===== config.mk =====
export PLATFORM = sky130hd
export DESIGN_NAME = fp_normalize
export DESIGN_NICKNAME = d
export VERILOG_FILES = /design/src/rtl/fp_normalize.sv
export SDC_FILE = /design/constraint.sdc
export NUM_CORES = 1
export LEC_CHECK = 0
export ABC_AREA = 1
export BUFFER_PORTS_ARGS = -buffer_cell sky130_fd_sc_hd__buf_2
export CORE_AREA = 4 4 80 52
export DETAILED_ROUTE_END_ITERATION = 8
export DIE_AREA = 0 0 84 56
export MAX_ROUTING_LAYER = met4
export SLEW_MARGIN = 30
export SYNTH_ARGS = -nofsm -noshare
export SYNTH_HDL_FRONTEND = slang
export SYNTH_SLANG_ARGS = --single-unit

===== constraint.sdc =====
create_clock -name clk -period 2.7 [get_ports clk]
set_clock_uncertainty 0.05 [all_clocks]
set_input_delay 0.54 -clock clk [delete_from_list [all_inputs] [get_ports clk]]
set_output_delay 0.54 -clock clk [all_outputs]
set_load 0.01 [all_outputs]

===== src/rtl/fp_normalize.sv =====
// Normalising stage of the 12-bit linear to 8-bit float converter: takes the magnitude
// of a sample and shifts it left one bit per cycle until bit 10 is set or the exponent reaches zero.
module fp_normalize #(
  parameter int unsigned DATA_W = 12,
  parameter int unsigned EXP_W  = 3,
  parameter int unsigned SIG_W  = 4
) (
  input  logic              clk,
  input  logic              rst_n,
  input  logic              in_valid,
  output logic              in_ready,
  input  logic [DATA_W-1:0] in_data,
  output logic              out_valid,
  input  logic              out_ready,
  output logic              out_sign,
  output logic [EXP_W-1:0]  out_exp,
  output logic [SIG_W-1:0]  out_sig,
  output logic              out_fifth
);

  localparam int unsigned MAG_W = DATA_W - 1;

  typedef enum logic [1:0] {
    IDLE = 2'd0,
    NORM = 2'd1,
    DONE = 2'd2
  } state_t;

  state_t             state, state_d;
  logic [MAG_W-1:0]   m, m_d;
  logic [EXP_W-1:0]   e, e_d;
  logic               sign, sign_d;
  logic               out_valid_d, out_sign_d, out_fifth_d;
  logic [EXP_W-1:0]   out_exp_d;
  logic [SIG_W-1:0]   out_sig_d;
  logic [DATA_W-1:0]  neg_c;
  logic [MAG_W-1:0]   mag_c;

  assign in_ready = (state == IDLE);

  // Magnitude of the incoming sample; the most negative code saturates to all ones.
  always_comb begin
    neg_c = DATA_W'(~in_data + DATA_W'(1));
    if (!in_data[DATA_W-1]) begin
      mag_c = in_data[MAG_W-1:0];
    end else if (neg_c[DATA_W-1]) begin
      mag_c = '1;
    end else begin
      mag_c = neg_c[MAG_W-1:0];
    end
  end

  // Next-state and next-output logic.
  always_comb begin
    state_d     = state;
    m_d         = m;
    e_d         = e;
    sign_d      = sign;
    out_valid_d = out_valid;
    out_sign_d  = out_sign;
    out_exp_d   = out_exp;
    out_sig_d   = out_sig;
    out_fifth_d = out_fifth;
    case (state)
      IDLE: begin
        if (in_valid) begin
          sign_d  = in_data[DATA_W-1];
          m_d     = mag_c;
          e_d     = '1;
          state_d = NORM;
        end
      end
      NORM: begin
        // e == 0 forces exit, so the exponent never wraps.
        if (m[MAG_W-1] || (e == '0)) begin
          out_exp_d   = e;
          out_sig_d   = m[MAG_W-1 -: SIG_W];
          out_fifth_d = m[MAG_W-1-SIG_W];
          out_sign_d  = sign;
          out_valid_d = 1'b1;
          state_d     = DONE;
        end else begin
          m_d = {m[MAG_W-2:0], 1'b0};
          e_d = e - EXP_W'(1);
        end
      end
      DONE: begin
        if (out_ready) begin
          out_valid_d = 1'b0;
          state_d     = IDLE;
        end
      end
      default: state_d = IDLE;
    endcase
  end

  // State and output registers.
  always_ff @(posedge clk or negedge rst_n) begin
    if (!rst_n) begin
      state     <= IDLE;
      m         <= '0;
      e         <= '0;
      sign      <= 1'b0;
      out_valid <= 1'b0;
      out_sign  <= 1'b0;
      out_exp   <= '0;
      out_sig   <= '0;
      out_fifth <= 1'b0;
    end else begin
      state     <= state_d;
      m         <= m_d;
      e         <= e_d;
      sign      <= sign_d;
      out_valid <= out_valid_d;
      out_sign  <= out_sign_d;
      out_exp   <= out_exp_d;
      out_sig   <= out_sig_d;
      out_fifth <= out_fifth_d;
    end
  end

endmodule

-- After elaboration in Yosys (flattened, before gate mapping)
Index checks and enable logic that the tools add are counted.
- output and inout bits: 11
- logic and storage cells: 43
- flip-flop bits (word level): 27
- equal/unequal tests: 6
- add/sub/neg operators: 2
- mux-type cells: 15
- bitwise logic cells: 1
- reduce and logical (&&, ||, !) cells: 10
- operators by type and width (kind ; count):
    $mux W11 ; 4
    $pmux W11 S2 ; 1
    $add A12 B1 Y12 const B ; 1
    $not A12 Y12 ; 1
    $reduce_and A3 Y1 ; 3
    $ne A2 B2 Y1 const B ; 4
    $mux W2 ; 3
    $mux W3 ; 2
    $pmux W2 S3 ; 1
    $pmux W3 S2 ; 1
    $reduce_and A2 Y1 ; 2
    $reduce_bool A2 Y1 ; 2
    $logic_not A3 Y1 ; 1
    $sub A3 B1 Y3 const B ; 1
    $eq A2 B1 Y1 const B ; 1
    $eq A2 B2 Y1 const B ; 1
    $logic_not A2 Y1 ; 1
    $mux W1 ; 2
    $pmux W1 S2 ; 1
    $logic_or A1 B1 Y1 ; 1

-- Logic depth before layout (Yosys ltp)
- depth in word-level cells: 6
- depth in mapped cells: 11
- gate-level depth less buffers: 10

-- Worst setup path before layout
OpenSTA, ideal clock, no wires.
- path kind: register to register
- start: reg e[0]
- end: reg m[0]
- stages on the path, launching flop included: 10
- arrival: 1410 ps
- setup slack: 1122 ps
- clock period less this slack: 1578 ps
- library setup time: 118 ps
- cell sequence: dfrtp_1 > inv_1 > ha_1 > ha_1 > inv_1 > nand2_1 > nor2_8 > nor2_8 > buf_8 > a21o_1
- longest elaborated chain between the ends: 4
- ends and longest elaborated chain (element ; line ; RTL):
    start: declaration ; 31 ; logic [EXP_W-1:0] e, e_d;
    start signal: assignment ; 102 ; e <= '0;
    start signal: assignment ; 112 ; e <= e_d;
    $logic_not A3 Y1 ; 75 ; if (m[MAG_W-1] || (e == '0)) begin
    $logic_or A1 B1 Y1 ; 75 ;
    $ne A2 B2 Y1 (no source line) ; n/a ;
    $reduce_and A3 Y1 (no source line) ; n/a ;
    end signal: assignment ; 111 ; m <= m_d;
    end: declaration ; 30 ; logic [MAG_W-1:0] m, m_d;
Every way passes these cells.
A chain may end at the register's enable or synchronous reset.

-- Final worst setup path
- start: reg e[0]
- end: reg out_sig[0]
- longest elaborated chain between the ends: 3
- ends and longest elaborated chain (element ; line ; RTL):
    $logic_not A3 Y1 ; 75 ;
    $logic_or A1 B1 Y1 ; 75 ;
    $reduce_and A2 Y1 (no source line) ; n/a ;
    end signal: assignment ; 117 ; out_sig <= out_sig_d;
    end: declaration ; 17 ; output logic [SIG_W-1:0] out_sig,
Every way passes these cells.

==> key figures <==
Outcome
  – Status: finished, final reports clean

Routing
  – Drt pass-1 iters: 4
  – DR vias: 1235
  – Post-route ant nets: 0
  – Final wirelength: 3150 µm
  – Routed len/inst: 12.4 µm
  – DRT iter0 DRCs: 56
  – Residual DRC: 0
  – DR vias/cell: 4.86

Clocking
  – Post-CTS sizing: 0
  – Cts hold-fix bufs: 0
  – Clock Pin Slew Worst Setup and Hold Paths: 0.09 ns
  – H-tree Lvls: 1
  – CTS tree: yes
  – Sink Count: 27
  – Setup bufs post-CTS: 0
  – CTS root buffer: clkbuf_8
  – Clock tree buffer depth: 2
  – Num CTS Buffers: 3
  – Worst skew pair latency: 0.27 ns

Global route
  – Initial antenna violation count: 0
  – Vias in the first global route: 1096
  – Gr ovfl total: 0
  – Largest net degree at the start of global routing: 28
  – Global Route Usage Sum: 0.145
  – First-pass GRT wire length: 5300 µm

STA
  – Max-slew violation count: 0
  – Setup repair after global routing missed its margin: false
  – Slew margin rel.: 0.607
  – Worst-Margin Slew: 0.590 ns
  – Fin crit share: 0.649
  – Final setup vio count: 0
  – Hold Violations, Final: 0
  – Setup total negative slack: 0 ns
  – Max Clk Rate: 0.571 GHz
  – Fin crit period: 1.75 ns

Worst setup path
  – Crit path kind: reg -> reg
  – Worst Path Arrival: 1.87 ns
  – Worst Setup End Kind: flop
  – Critical Path RT: 2.82 ns
  – CP Max Fanout: 15
  – Critical Path Source Type: flop
  – Critical-path top delay cell: mux2_2
  – CP cell instances: inv_1 -> ha_1 -> ha_1 -> inv_1 -> nand2_1 -> nand2_2 -> mux2_2
  – Worst path max stage delay: 0.37 ns

Placement
  – Count of input and output buffers: 26
  – GP Congestion: 0.846
  – Detail Placement HPWL: 2530 µm

Finish
  – Layout net count: 227
  – Seq. cell area: 676 µm²
  – Combined area of the multi-input logic cells: 707 µm²
  – Layout cells sized above 1: 0.246
  – Commonest cells after routing, fill and taps aside: 48 x nand2_1, 27 x dfrtp_1, 26 x buf_2, 20 x nor2_1, 16 x inv_1
  – Most common cell after layout, fill and taps aside: nand2_1
  – Diodes inserted: 0
  – FILL cells: 373
  – Syn-to-layout area delta: 13.9%

Power and ir drop
  – Pwr Density: 1070 nW/µm²
  – Peak supply drop: 0.000437 V
  – Leakage: 0.000888 µW
  – Total power: 1820 µW

Floorplanning
  – Core area: 3490 µm²
  – Die W: 84 µm
  – FP Rows: 17
  – Initial Util: 0.428
  – Die height: 56 µm
  – Io pins: 27
  – Full die area: 4700 µm²

Synth
  – Mean Syn Cell Area: 8.29 µm²
  – Ys flop type: dfrtp_1
  – Yosys reg bits: 27
  – Synth Instances: 180
  – Cell Area, Synth: 1490 µm²
  – Number of synthesized flops with an enable pin: 0
  – Syn_nets: 199
  – Post-synthesis sequential area ratio: 0.453
  – Asr flop ratio synth: 1.00
  – Netlist cell types: 31
  – Yosys warning count: 0

Hold path
  – Hold crit path type: in -> async

Run
  – # Max-Cap Violations: 0
critical path: cells and delay by family, from the launching register on:
kind | cells | cell delay (ns)
mux | 1 | 0.37
fa+ha+maj | 2 | 0.37
simple gates | 2 | 0.41
flops | 1 | 0.33
buf+inv | 2 | 0.11
routing by layer:
metal / up-vias / GRT usage / wire [µm]
met5: - / - / 0
met4: 0 / 0.0275 / 12
met3: 2 / 0.0429 / 132
met2: 21 / 0.205 / 1330
met1: 575 / 0.206 / 1680
li1: 637 / - / -
report_power, final:
group          switching (µW)  total, µW  leakage [µW]  internal, µW
logic                     546        878      0.000549           331
clock network             123        227     0.0000255           103
registers                 108        714      0.000313           606
registers in the layout, indices dropped and copies added, names as in the netlist:
| name | count |
|---|---|
| sign | 1 |
| out_sign | 1 |
| m | 11 |
| e | 3 |
| out_sig | 4 |
| out_exp | 3 |
| out_fifth | 1 |
| state | 2 |
| out_valid | 1 |
path summary, 6_finish.rpt:
kind | from | endpoint | slack (ns) | depth (start not counted)
worst max-delay path | e[0] | out_sig[0] | 0.95 | 7
worst min-delay path | rst_n | out_valid | 0.21 | 1
worst max register to register | e[0] | out_sig[0] | 0.95 | 7
worst min register to register | out_valid | out_valid | 0.43 | 2
max in group asynchronous | rst_n | m[0] | 2.00 | 1
min in group clk | out_ready | state[1] | 0.40 | 2
logic make-up (layout without fill, tap and decap cells):
group	Yosys count	count (layout)	synth area share
AND/OR/NAND/NOR	85	85	0.264
AO/OA/AOI/OAI	33	33	0.131
flip-flops	27	27	0.453
buffers and inverters	24	51	0.0730
XOR/XNOR	4	4	0.0235
multiplexers	4	4	0.0302
adder cells (fa/ha/maj)	3	3	0.0252
per-stage QoR:
step,util,area (µm²),hold WS [ns],setup WS [ns],cells
3_3_place_gp,0.474,1650,0.404,0.966,250
2_1_floorplan,-,1490,0.194,1.12,180
4_1_cts,0.487,1700,0.223,0.936,254
6_report,0.487,1700,0.207,0.948,254
3_5_place_dp,0.474,1650,0.411,0.921,250
5_1_grt,0.487,1700,0.250,0.809,254
area by class of cell:
cell class,count,share of cell area
inverter,21,0.0479
clock buffer,3,0.0243
clock inverter,1,0.00295
tap,47,0.0346
sequential,27,0.398
multi-input combinational,129,0.416
timing repair buffer,26,0.0766
synthesized netlist by cell type (2+ instances only):
cell type  number  area, µm²
a22oi_1         2       15.0
o21bai_1        2       15.0
nor2_2          2       12.5
ha_1            3       37.5
o22ai_1         4       25.0
nor2_1         20       75.1
nand2_2         3       18.8
nor2_8          2       40.0
nand2_1        48        180
inv_2           4       15.0
o21ai_0         6       30.0
o21ai_1         5       25.0
nand3_1         6       30.0
xor2_1          3       26.3
a21oi_2         2       17.5
a21oi_1         9       45.0
mux2_2          4       45.0
dfrtp_1        27        676
inv_1          16       60.1
Note: power is estimated with default switching activity, not from simulation.
